`src/rtl/axi_vec_pkg.sv`:
```
// axi_vec_pkg: shared arbiter state encoding for the vector write arbiter
package axi_vec_pkg;
  typedef enum logic [1:0] {IDLE, START, WAIT, DONE} arb_state_t;
endpackage

```
`src/rtl/rr_pick.sv`:
```
// rr_pick: combinational round-robin pick, first set req bit at or above rr_ptr, wrapping
//   req    : request vector
//   rr_ptr : search start index
//   valid  : any request set
//   idx    : winning index
module rr_pick #(
  parameter int N  = 4,
  parameter int IW = (N > 1) ? $clog2(N) : 1
) (
  input  logic [N-1:0]  req,
  input  logic [IW-1:0] rr_ptr,
  output logic          valid,
  output logic [IW-1:0] idx
);
  always_comb begin
    valid = |req;
    idx = '0;
    for (int i = N - 1; i >= 0; i--)
      if (req[IW'((int'(rr_ptr) + i) % N)]) idx = IW'((int'(rr_ptr) + i) % N);
  end
endmodule

```
`src/rtl/axi_vector_write_arbiter.sv`:
```
// axi_vector_write_arbiter: round-robin arbiter handing one latched vector at a time to a vector writer
//   req/req_vec_length/req_vec/req_last : per-requester request and packed payload slices
//   done                                : one-cycle completion pulse to the served requester
//   busy, grant_idx                     : arbiter activity and current/last winner
//   wr_start/wr_vec_length/wr_vec/wr_last_write : command to the writer, held until next grant
//   wr_ready                            : writer completion pulse, honoured only while waiting
module axi_vector_write_arbiter
  import axi_vec_pkg::*;
#(
  parameter int NUM_REQ          = 4,
  parameter int MAX_VEC_LENGTH   = 64,
  parameter int MAX_VEC_LENGTH_W = (MAX_VEC_LENGTH <= 1) ? 1 : $clog2(MAX_VEC_LENGTH + 1),
  parameter int IW               = $clog2(NUM_REQ)
) (
  input  logic                                  clk,
  input  logic                                  rst_n,
  input  logic [NUM_REQ-1:0]                    req,
  input  logic [NUM_REQ*MAX_VEC_LENGTH_W-1:0]   req_vec_length,
  input  logic [NUM_REQ*MAX_VEC_LENGTH-1:0]     req_vec,
  input  logic [NUM_REQ-1:0]                    req_last,
  output logic [NUM_REQ-1:0]                    done,
  output logic                                  busy,
  output logic [IW-1:0]                         grant_idx,
  output logic                                  wr_start,
  output logic [MAX_VEC_LENGTH_W-1:0]           wr_vec_length,
  output logic [MAX_VEC_LENGTH-1:0]             wr_vec,
  output logic                                  wr_last_write,
  input  logic                                  wr_ready
);
  arb_state_t state, nxt;
  logic [IW-1:0] rr_ptr, pick_idx;
  logic pick_valid;
  rr_pick #(.N(NUM_REQ), .IW(IW)) u_pick (
    .req(req),
    .rr_ptr(rr_ptr),
    .valid(pick_valid),
    .idx(pick_idx)
  );
  always_comb begin
    nxt = state == IDLE  ? (pick_valid ? START : IDLE) :
          state == START ? WAIT :
          state == WAIT  ? (wr_ready ? DONE : WAIT) : IDLE;
  end
  always_ff @(posedge clk) begin
    if (!rst_n) begin
      state <= IDLE;
      rr_ptr <= '0;
      grant_idx <= '0;
      wr_vec_length <= '0;
      wr_vec <= '0;
      wr_last_write <= '0;
    end else begin
      state <= nxt;
      if (state == IDLE && pick_valid) begin
        grant_idx <= pick_idx;
        wr_vec_length <= req_vec_length[pick_idx*MAX_VEC_LENGTH_W +: MAX_VEC_LENGTH_W];
        wr_vec <= req_vec[pick_idx*MAX_VEC_LENGTH +: MAX_VEC_LENGTH];
        wr_last_write <= req_last[pick_idx];
      end
      if (state == DONE) rr_ptr <= (int'(grant_idx) == NUM_REQ - 1) ? '0 : grant_idx + 1'b1;
    end
  end
  assign busy = state != IDLE;
  assign wr_start = state == START;
  assign done = (state == DONE) ? {{(NUM_REQ-1){1'b0}}, 1'b1} << grant_idx : '0;
endmodule

```
`config.mk`:
```
export PLATFORM = sky130hd
export DESIGN_NAME = axi_vector_write_arbiter
export DESIGN_NICKNAME = d
export VERILOG_FILES = /design/src/rtl/axi_vec_pkg.sv /design/src/rtl/rr_pick.sv /design/src/rtl/axi_vector_write_arbiter.sv
export SDC_FILE = /design/constraint.sdc
export NUM_CORES = 1
export LEC_CHECK = 0
export CORE_AREA = 3 3 144 146
export CTS_BUF_LIST = sky130_fd_sc_hd__clkbuf_4 sky130_fd_sc_hd__clkbuf_8 sky130_fd_sc_hd__clkbuf_16
export DETAILED_ROUTE_END_ITERATION = 8
export DIE_AREA = 0 0 147 149
export PLACE_DENSITY = 0.66
export RECOVER_POWER = 100
export SYNTH_ARGS = -nofsm -noshare
export SYNTH_HDL_FRONTEND = slang
export SYNTH_SLANG_ARGS = --single-unit
export TNS_END_PERCENT = 30
```
`constraint.sdc`:
```
create_clock -name clk -period 4.2 [get_ports clk]
set_input_delay 0.84 -clock clk [delete_from_list [all_inputs] [get_ports clk]]
set_output_delay 0.84 -clock clk [all_outputs]
set_load 0.02 [all_outputs]
```
==> results.tsv <==
metric	value	unit
Yosys reg bits	78	
Reg clk slew, reported paths	0.06	ns
vias in the first global route	4922	
Die Ht	149	µm
Tcrit/Tclk final	82.2	%
setup TNS	0	ns
final slew viol count	0	
Max transition margin	37.0	%
class of the most critical setup path	in -> reg	
DP Worst Slack	0.824	ns
postcts setup bufs	0	
r2r worst-path depth	8	
fin util	44.8	%
# DRC	0	
peak supply drop	179	µV
Die Area	0.0219	mm²
Clock Sinks	78	
initial antenna violation count	0	
maximum fanout along the worst path	41	
die span in x	147	µm
worst min path class	reg -> reg	
TritonCTS clock tree	built	
WL final	18800	µm
fin crit period	3.45	ns
Slew @ Worst Pin	0.941	ns
Leak	3.35	nW
via count	4869	
DP HPWL	14700	µm
Worst Setup End Kind	register	
CTS Buf Count	9	
root buf cell	clkbuf_16	
worst skew pair latency	0.34	ns
PwrDens	305	mW/mm²
Hold Slack	0.455	ns
Core ar.	0.0195	mm²
H-tree depth reported by CTS	3	
Synth warnings	0	
register area share after synthesis	33.9	%
Via density	4.53	
number of cells upsized or downsized after cts	0	
hold path depth	2	
Critical Path Slowest Stage Cell	clkbuf_2	
Setup crit start kind	input pin	
Crit path largest cell delay	0.80	ns
first-pass GRT wire length	28100	µm
hold_buf cts	0	
Max-Cap Viols	0	
largest net degree at the start of global routing	84	
cell area after synthesis	0.00461	mm²
Routed Antenna Nets	0	
status	complete, no violations	
initial drt markers	174	
fill cell total of the finished layout	1893	
Worst Slack Setup Final	0.747	ns
Starting Density	23.6	%
Total GRT Usage	16.3	%
cell breakdown of the critical path	clkdlybuf4s50_1 -> nor2_1 -> a31oi_1 -> nor2b_4 -> clkbuf_2 -> nand2_1 -> o221ai_1	
unrepaired setup endpoints after global routing	false	
Syn Nets	758	
# rows	51	
layout cell share with drive strength beyond 1	3.21	%
FMAX	0.290	GHz
num ports	375	
flop-to-flop setup slack	1.33	ns
GP Congestion	0.769	
RR Endpoint	wr_vec[31]$_SDFFE_PN0P_	
final hold violation count	0	
Max clock buf depth	2	
Clock Skew	0.00730	ns
Synth cell types	27	
number of diodes	0	
final setup vio count	0	
R2R Path Start	state[0]$_SDFF_PN0_	
Mean Syn Cell Area	10.1	µm²
Req. time, crit path	4.44	ns
hold path start	wr_vec[34]$_SDFFE_PN0P_	
Pre-antenna DRT Iters	7	
Post-Syn Instances	455	
WHS Endpoint	wr_vec[34]$_SDFFE_PN0P_	
Routed wire per std cell	17.5	µm
area added between synthesis and finish	90.1	%
PortBufs	374	
WP data arrival	3.69	ns
number of nets in the layout	1109	
grt ovf	0	
==> state kept, by name (all words and copies together), names as in the netlist <==
| name | flops |
|---|---|
| grant_idx | 2 |
| wr_vec | 64 |
| wr_last_write | 1 |
| rr_ptr | 2 |
| state | 2 |
| wr_vec_length | 7 |
==> routing by layer <==
metal  track usage (%)  share of wire, %  vias up
met5                 0                 0        -
met4              4.94               1.6        0
met3              5.68               9.4       18
met2              28.4                49      221
met1              18.8                40     2210
li1                  -                 -     2420
==> worst max-delay path: cells and delay by family <==
kind	cells	cell delay, ns
buffers and inverters	2	1.25
AOI/OAI and AO/OA	2	0.45
and+or+nand+nor	3	1.08
==> synthesized netlist by cell type <==
| master | number | area, µm² |
|---|---|---|
| nor4bb_1 | 1 | 10.0 |
| nand3b_1 | 1 | 7.51 |
| a211oi_2 | 1 | 12.5 |
| a21oi_1 | 6 | 30.0 |
| nand2b_1 | 2 | 12.5 |
| o221ai_2 | 10 | 150 |
| nor2b_1 | 5 | 31.3 |
| dfxtp_1 | 78 | 1560 |
| ha_1 | 8 | 100 |
| mux2i_1 | 146 | 1460 |
| clkbuf_1 | 13 | 48.8 |
| buf_2 | 10 | 50.1 |
| inv_1 | 9 | 33.8 |
| and2_1 | 4 | 25.0 |
| buf_4 | 7 | 52.6 |
| a21o_1 | 1 | 7.51 |
| a31oi_2 | 1 | 12.5 |
| buf_12 | 5 | 100 |
| clkbuf_4 | 4 | 30.0 |
| and3_1 | 1 | 6.26 |
| o221ai_1 | 62 | 543 |
| buf_8 | 1 | 15.0 |
| o21a_1 | 1 | 7.51 |
| nand3_1 | 1 | 5.00 |
| nor2_1 | 4 | 15.0 |
| o22ai_1 | 1 | 6.26 |
| nand2_1 | 72 | 270 |
==> worst max-delay path by stage <==
stage | from | end
2_1_floorplan | req[1] | wr_vec[4]$_SDFFE_PN0P_
3_3_place_gp | req[3] | wr_vec[22]$_SDFFE_PN0P_
3_5_place_dp | req[3] | wr_vec[19]$_SDFFE_PN0P_
4_1_cts | req[3] | wr_vec[19]$_SDFFE_PN0P_
5_1_grt | req[3] | wr_vec[56]$_SDFFE_PN0P_
6_report | req[3] | wr_vec[31]$_SDFFE_PN0P_
==> placed cells by master, fill, tap and decap left out, drive strengths merged <==
| cell type | instances |
|---|---|
| o21a | 1 |
| clkbuf | 11 |
| o22ai | 1 |
| dlygate4sd3 | 82 |
| nor2 | 4 |
| mux2i | 146 |
| and3 | 1 |
| a21o | 1 |
| bufinv | 3 |
| a21oi | 6 |
| a31oi | 1 |
| ha | 8 |
| inv | 9 |
| buf | 5 |
| nand2b | 2 |
| nor2b | 5 |
| nand2 | 72 |
| dfxtp | 78 |
| clkdlybuf4s50 | 292 |
| clkinvlp | 1 |
| nand3b | 1 |
| a211oi | 1 |
| o221ai | 72 |
| and2 | 4 |
| nor4bb | 1 |
| nand3 | 1 |
==> cells by family (layout without fill, tap and decap cells) <==
kind of cell | Yosys count | in the layout | synth area share (%)
AO/OA/AOI/OAI | 83 | 83 | 16.7
adder cells (fa/ha/maj) | 8 | 8 | 2.17
buffers and inverters | 49 | 403 | 7.17
flip-flops | 78 | 78 | 33.9
multiplexers | 146 | 146 | 31.7
AND/OR/NAND/NOR | 91 | 91 | 8.31
==> power by group <==
group / internal, mW / switching, mW
clock network: 0.581 / 0.311
logic: 0.500 / 0.394
registers: 0.835 / 0.0473
total: 1.92 / 0.752
==> cell type report <==
class	instances	area, µm²	area share [%]
repair buffers	380	3810	43.5
multi-input cells	328	2690	30.7
flip-flops and latches	78	1560	17.8
well taps	265	332	3.79
clock buffers	10	233	2.66
clock inverters	4	97.6	1.11
inverters	9	33.8	0.386
==> per-stage QoR <==
step / total power [mW] / instances / instance area (µm²)
6_report: 2.67 / 1074 / 8760
2_1_floorplan: 1.32 / 455 / 4610
5_1_grt: 2.80 / 1074 / 8760
4_1_cts: 2.76 / 1074 / 8820
3_3_place_gp: 1.85 / 1060 / 8490
3_5_place_dp: 1.85 / 1060 / 8490
Note: power is estimated with default switching activity, not from simulation.
